File: config.mk
export PLATFORM = sky130hd
export DESIGN_NAME = commu_rx_inf
export DESIGN_NICKNAME = d
export VERILOG_FILES = /design/src/rtl/commu_rx_inf.sv
export SDC_FILE = /design/constraint.sdc
export NUM_CORES = 1
export LEC_CHECK = 0
export CAP_MARGIN = 20
export CORE_AREA = 2 2 98 110
export DETAILED_ROUTE_END_ITERATION = 8
export DIE_AREA = 0 0 100 112
export PLACE_DENSITY = 0.75
export SYNTH_ARGS = -nofsm -noshare
export SYNTH_HDL_FRONTEND = slang
export SYNTH_SLANG_ARGS = --single-unit
export TNS_END_PERCENT = 100
File: constraint.sdc
create_clock -name clk_sys -period 10.1 [get_ports clk_sys]
set_input_delay 2.02 -clock clk_sys [delete_from_list [all_inputs] [get_ports clk_sys]]
set_output_delay 2.02 -clock clk_sys [all_outputs]
set_load 0.01 [all_outputs]
File: src/rtl/commu_rx_inf.sv
// Serial word receiver: start bit, 16 data bits MSB first, two stop bits.
// The bit period is taken from tbit_period at each start edge and held for the whole frame.
module commu_rx_inf (
    input  logic        clk_sys,
    input  logic        rst,
    input  logic        rx,
    input  logic [19:0] tbit_period,
    output logic [15:0] data_rx,
    output logic        done_rx,
    output logic        err_rx,
    output logic        busy_rx
);

    typedef enum logic [2:0] {
        S_IDLE, S_START, S_DATA, S_STOP, S_DONE, S_ERR, S_WAIT_HIGH
    } state_t;

    state_t      state_q;
    logic        rx_meta_q, rx_s_q, rx_prev_q;
    logic        rx_s;
    logic [19:0] cnt_q;
    logic [19:0] per_l_q;
    logic [3:0]  bit_cnt_q;
    logic [15:0] shreg_q;
    logic [15:0] data_q;
    logic        done_q, err_q;
    logic [19:0] half_m1, per_m1;

    assign rx_s = rx_s_q;

    // Clamp the compare points so an out-of-range period cannot underflow into a huge wait.
    assign half_m1 = (per_l_q[19:1] == 19'd0) ? 20'd0 : {1'b0, per_l_q[19:1]} - 20'd1;
    assign per_m1  = (per_l_q == 20'd0) ? 20'd0 : per_l_q - 20'd1;

    always_ff @(posedge clk_sys) begin
        if (rst) begin
            state_q   <= S_IDLE;
            rx_meta_q <= 1'b1;
            rx_s_q    <= 1'b1;
            rx_prev_q <= 1'b1;
            cnt_q     <= '0;
            per_l_q   <= '0;
            bit_cnt_q <= '0;
            shreg_q   <= '0;
            data_q    <= '0;
            done_q    <= 1'b0;
            err_q     <= 1'b0;
        end else begin
            rx_meta_q <= rx;
            rx_s_q    <= rx_meta_q;
            rx_prev_q <= rx_s_q;
            done_q    <= 1'b0;
            err_q     <= 1'b0;
            cnt_q     <= cnt_q + 20'd1;
            case (state_q)
                S_IDLE: begin
                    cnt_q <= '0;
                    if (rx_prev_q && !rx_s) begin
                        state_q <= S_START;
                        per_l_q <= tbit_period;
                    end
                end
                S_START: begin
                    // Mid-start-bit check; a high line here was only a glitch.
                    if (cnt_q == half_m1) begin
                        cnt_q     <= '0;
                        bit_cnt_q <= '0;
                        state_q   <= rx_s ? S_IDLE : S_DATA;
                    end
                end
                S_DATA: begin
                    if (cnt_q == per_m1) begin
                        cnt_q     <= '0;
                        shreg_q   <= {shreg_q[14:0], rx_s};
                        bit_cnt_q <= bit_cnt_q + 4'd1;
                        if (bit_cnt_q == 4'd15) state_q <= S_STOP;
                    end
                end
                S_STOP: begin
                    if (cnt_q == per_m1) begin
                        cnt_q <= '0;
                        if (rx_s) begin
                            state_q <= S_DONE;
                            done_q  <= 1'b1;
                            data_q  <= shreg_q;
                        end else begin
                            state_q <= S_ERR;
                            err_q   <= 1'b1;
                        end
                    end
                end
                S_DONE:      state_q <= S_IDLE;
                S_ERR:       state_q <= S_WAIT_HIGH;
                S_WAIT_HIGH: if (rx_s) state_q <= S_IDLE;
                default:     state_q <= S_IDLE;
            endcase
        end
    end

    assign data_rx = data_q;
    assign done_rx = done_q;
    assign err_rx  = err_q;
    assign busy_rx = (state_q != S_IDLE);

endmodule

## After elaboration in Yosys (flattened, before gate mapping)

Cells that the tools add are included.

- Word-level logic and storage cells: 64
- Register bits: 84
- Input bits: 23
- Output and inout bits: 19

- Bitwise gates (word level): 2
- Eq/ne operators: 14
- Reductions and logical operators: 14
- Mux-type cells: 19
- Add/sub/neg operators: 4

Operators with widths:

| kind | number |
|---|---|
| $mux W20 | 4 |
| $pmux W20 S3 | 1 |
| $eq A20 B20 Y1 | 2 |
| $add A20 B1 Y20 const B | 1 |
| $logic_not A20 Y1 | 1 |
| $sub A19 B1 Y20 const B | 1 |
| $sub A20 B1 Y20 const B | 1 |
| $logic_not A19 Y1 | 1 |
| $mux W3 | 6 |
| $pmux W3 S6 | 1 |
| $ne A2 B2 Y1 const B | 6 |
| $mux W4 | 2 |
| $pmux W4 S2 | 1 |
| $eq A3 B2 Y1 const B | 2 |
| $eq A3 B3 Y1 const B | 2 |
| $reduce_and A3 Y1 | 2 |
| $reduce_and A6 Y1 | 1 |
| $add A4 B1 Y4 const B | 1 |
| $eq A4 B4 Y1 const B | 1 |
| $reduce_and A2 Y1 | 2 |
| $eq A3 B1 Y1 const B | 1 |
| $logic_not A3 Y1 | 1 |
| $mux W1 | 3 |
| $reduce_bool A3 Y1 | 1 |
| 7 further kinds | 8 |

## Logic depth before layout (Yosys ltp)

- Depth in word-level cells: 5
- Mapped depth: 15
- Mapped depth without buffers: 11

## Worst setup path after synthesis

Ideal clock, no wire load.

- Path kind: reg2reg
- Start: reg per_l_q[2]
- End: reg cnt_q[10]
- Path slack: 6620 ps
- Stages on the path, launching flop included: 14
- Library setup time: 117 ps
- Path buffers: 2
- Period minus slack after synthesis: 3480 ps
- Data required time: 9983 ps
- Arrival: 3363 ps
- Path through: dfxtp_1 -> clkbuf_1 -> inv_1 -> ha_1 -> nor3b_1 -> nand3_1 -> xnor3_1 -> or4b_2 -> o311a_1 -> nor2_1 -> nand4b_1 -> a311oi_1 -> buf_2 -> nor2_1

- Cells in the longest elaborated chain, start to end: 5
- Elaborated cells between the ends (all ways): 11
- Those cells by class: 2 x add/sub; 2 x eq/ne; 5 x mux; 2 x reduce/logical

RTL lines:

| what | RTL line | RTL |
|---|---|---|
| start: declaration | 22 | `logic [19:0] per_l_q;` |
| start signal: assignment | 60 | `per_l_q <= tbit_period;` |
| $sub A20 B1 Y20 (tied with other cells) | 33 | `assign per_m1 = (per_l_q == 20'd0) ? 20'd0 : per_l_q - 20'd1;` |
| $mux W20 (on tied branches) | 33, 32 |  |
| $eq A20 B20 Y1 (on tied branches) | 72, 80, 65 |  |
| $mux W20 (on tied branches) | 72, 80, 65 |  |
| $pmux W20 S3 (*) | 55 | `case (state_q)` |
| end signal: assignment | 54 | `cnt_q <= cnt_q + 20'd1;` |
| end: declaration | 21 | `logic [19:0] cnt_q;` |

Every way passes the cells marked *; elsewhere a longest branch is shown, timed or not.
A chain may end at the register's enable or synchronous reset.

## Final worst setup path

- Start: reg per_l_q[4]
- End: reg data_q[13], in the netlist data_rx[13]

- Cells in the longest elaborated chain, start to end: 4
- Elaborated cells between the ends (all ways): 5
- Those cells by class: 1 x add/sub; 1 x eq/ne; 1 x mux; 2 x reduce/logical

RTL lines:

| what | RTL line | RTL |
|---|---|---|
| $sub A20 B1 Y20 / $logic_not A20 Y1 (equally long branches) | 33 |  |
| $mux W20 (*) | 33 |  |
| $eq A20 B20 Y1 (*) | 80 | `if (cnt_q == per_m1) begin` |
| $reduce_and A3 Y1 (no line) (*) | -- |  |
| end signal: assignment | 85 | `data_q <= shreg_q;` |
| end: declaration | 25 | `logic [15:0] data_q;` |

Marked as above.

==> flow_metrics.tcl <==
set metrics [dict create \
    status "finished, final reports clean" \
    yosysUniqueCellTypes 78 \
    netlist_instances 712 \
    synth_seq_cells 84 \
    dpl.hpwl_mm 11.7 \
    cp_max_fo 16 \
    fin_crit_ps 4250 \
    synth_nets 740 \
    synth_edf_count 0 \
    power_w 0.000903 \
    hold_buffers 0 \
    coreArea_um2 10100 \
    cp-end-kind "flip-flop" \
    die_w_um 100 \
    final_common_cell "nand2_1" \
    peakVddDrop_mv 0.0850 \
    diodes 0 \
    relSlewSlack 0.277 \
    hold_violations 0 \
    die-area_um2 11200 \
    path_class "flip-flop to flip-flop" \
    grt.overflow.total 0 \
    drt-total-wl_mm 15.7 \
    drtIter0Drc 354 \
    clockBufferDepth 2 \
    rsz0062_at_grt "no" \
    drive_gt1_frac 0.0663 \
    grt_first_pass_wirelength_mm 25.6 \
    area_delta_synth_final_pct 11.3 \
    boundaryPins 42 \
    grt_use_total 0.290 \
    ctsResizeCount 0 \
    async_reset_ff_frac 0 \
    yosysSeqAreaShare 0.309 \
    first_global_vias 4946 \
    fin_skew_ps 6.70 \
    clock_power_share 0.374 \
    clock_sinks 84 \
    synth_area_um2 5450 \
    place_area_um2 5740 \
    synth_area_per_cell_um2 7.65 \
    ant_nets 0 \
    critPathLaunchType "flip-flop" \
    cts_tree "done" \
    fillers 958 \
    place_ws_ps 5660 \
    synth_warnings 0 \
    tns_ps 0 \
    finalSetupViolations 0 \
    post_cts_buffers 0 \
    power_frac_seq 0.382 \
    layout_common_cells "nand2_1 (103), dfxtp_1 (84), nor2_1 (71), a21oi_1 (47), clkdlybuf4s50_1 (40)" \
    initial_core_util 0.537 \
    antenna_found_initial 0 \
    swShare 0.313 \
    power.switching_w 0.000282 \
    powerDensity_nw_per_um2 149 \
    post-route-drc-count 0 \
    htree_num_levels 3 \
    path_clk_slew_ps 60 \
    fin_crit_sh 0.420 \
    grt_start_max_net_pins 67 \
    ys.flop_type "dfxtp_1" \
    drt_pre_antenna_iters 5 \
    die_h_um 112 \
    io_buffer_count 41 \
    vias_per_cell 6.27 \
    gp_congestion 0.969 \
    p_leak_nw 2.10 \
    wl_per_cell_um 18.9 \
    internal-power_w 0.000621 \
    drv_slew 0 \
    hold_class "flip-flop to flip-flop" \
    fin_area_um2 6060 \
    required_ps 10330 \
    rrSetupSlack_ps 5850 \
    cts_inserted_buffers 9 \
    utilization 0.598 \
    clk_latency_ps 340 \
    arrival_ps 4480 \
    cts_root_buf "clkbuf_16" \
    drv_cap 0 \
    num_rows 39 \
    p_comb_frac 0.244 \
    nets 732 \
    finalWorstSetupSlack_ps 5850 \
    fmax_ghz 0.235 \
    num_vias 5216 \
    tightest_slew_ps 1060 \
]
synthesized netlist by cell type (5+ instances only):
library cell | number | share of area
nand2_1 | 103 | 0.071
ha_1 | 5 | 0.011
mux2i_1 | 16 | 0.029
xor2_1 | 21 | 0.034
inv_1 | 16 | 0.011
nand4_1 | 11 | 0.013
nor3_1 | 20 | 0.018
nand3_1 | 29 | 0.027
dfxtp_1 | 84 | 0.31
a21oi_1 | 47 | 0.043
or2_2 | 10 | 0.011
or3_1 | 8 | 0.0092
and2_1 | 5 | 0.0057
nor2b_1 | 8 | 0.0092
or4_1 | 7 | 0.0096
a22oi_1 | 7 | 0.0096
nor4_1 | 17 | 0.020
nand2b_1 | 8 | 0.0092
clkbuf_1 | 46 | 0.032
a211oi_1 | 5 | 0.0069
o21ai_0 | 18 | 0.017
buf_2 | 8 | 0.0073
nor2_1 | 71 | 0.049
xnor2_1 | 31 | 0.050
o31ai_1 | 6 | 0.0083
worst paths after layout:
check / from / endpoint / cells after the start
setup / recovery: per_l_q[4] / data_rx[13] / 9
hold / removal: rx_meta_q / rx_s / 1
setup reg to reg: per_l_q[4] / data_rx[13] / 9
hold reg to reg: rx_meta_q / rx_s / 1
final cells by class:
cell class,count,area (um2),share of cell area
tap,123,154,0.0254
clock buffer,11,243,0.0400
timing repair buffer,44,438,0.0722
clock inverter,5,60.1,0.00990
inverter,16,60.1,0.00990
multi-input combinational,549,3430,0.565
sequential,84,1680,0.277
layer usage:
metal / vias to the layer above / GRT usage / share of wire
li1: 2511 / - / -
met1: 2475 / 0.371 / 0.43
met2: 189 / 0.477 / 0.48
met3: 41 / 0.0465 / 0.051
met4: 0 / 0.133 / 0.041
met5: - / 0 / 0
sequential cells by signal, summed over array words and instances, names as in the netlist:
register	cells
cnt_q	20
per_l_q	20
data_rx	16
shreg_q	16
bit_cnt_q	4
state_q	3
done_rx	1
err_rx	1
rx_meta_q	1
rx_prev_q	1
rx_s	1
worst max-delay path, cell delays in order (launching register included):
cell	delay (ps)
dfxtp_1	450
nor4_2	570
nand4_1	500
or3_1	530
a2111oi_0	440
a21oi_1	110
a211o_1	350
nor3_4	830
mux2i_1	290
nor2_1	50
logic make-up (layout without fill, tap and decap cells):
logic type,count (synthesis),in the layout,share of synthesized area
and+or+nand+nor,333,333,0.314
buffers and inverters,79,76,0.0632
muxes,20,20,0.0377
adders and majority gates,5,5,0.0115
xor gates and xnor gates,55,55,0.0962
AOI/OAI and AO/OA,136,136,0.169
DFF,84,84,0.309
power groups by stage:
stage,sequential [W],clock (W),combinational (W)
floorplan,0.000344,0,0.000162
global placement,0.000352,0,0.000213
detailed placement,0.000352,0,0.000213
CTS,0.000345,0.000342,0.000214
global route,0.000345,0.000360,0.000238
finish,0.000345,0.000338,0.000221
stage by stage:
step / cells / hold WS (ps)
floorplan: 712 / 389
global placement: 814 / 394
detailed placement: 814 / 394
CTS: 830 / 408
global route: 832 / 422
finish: 832 / 407
No activity file was read; power rests on OpenSTA's default activity.
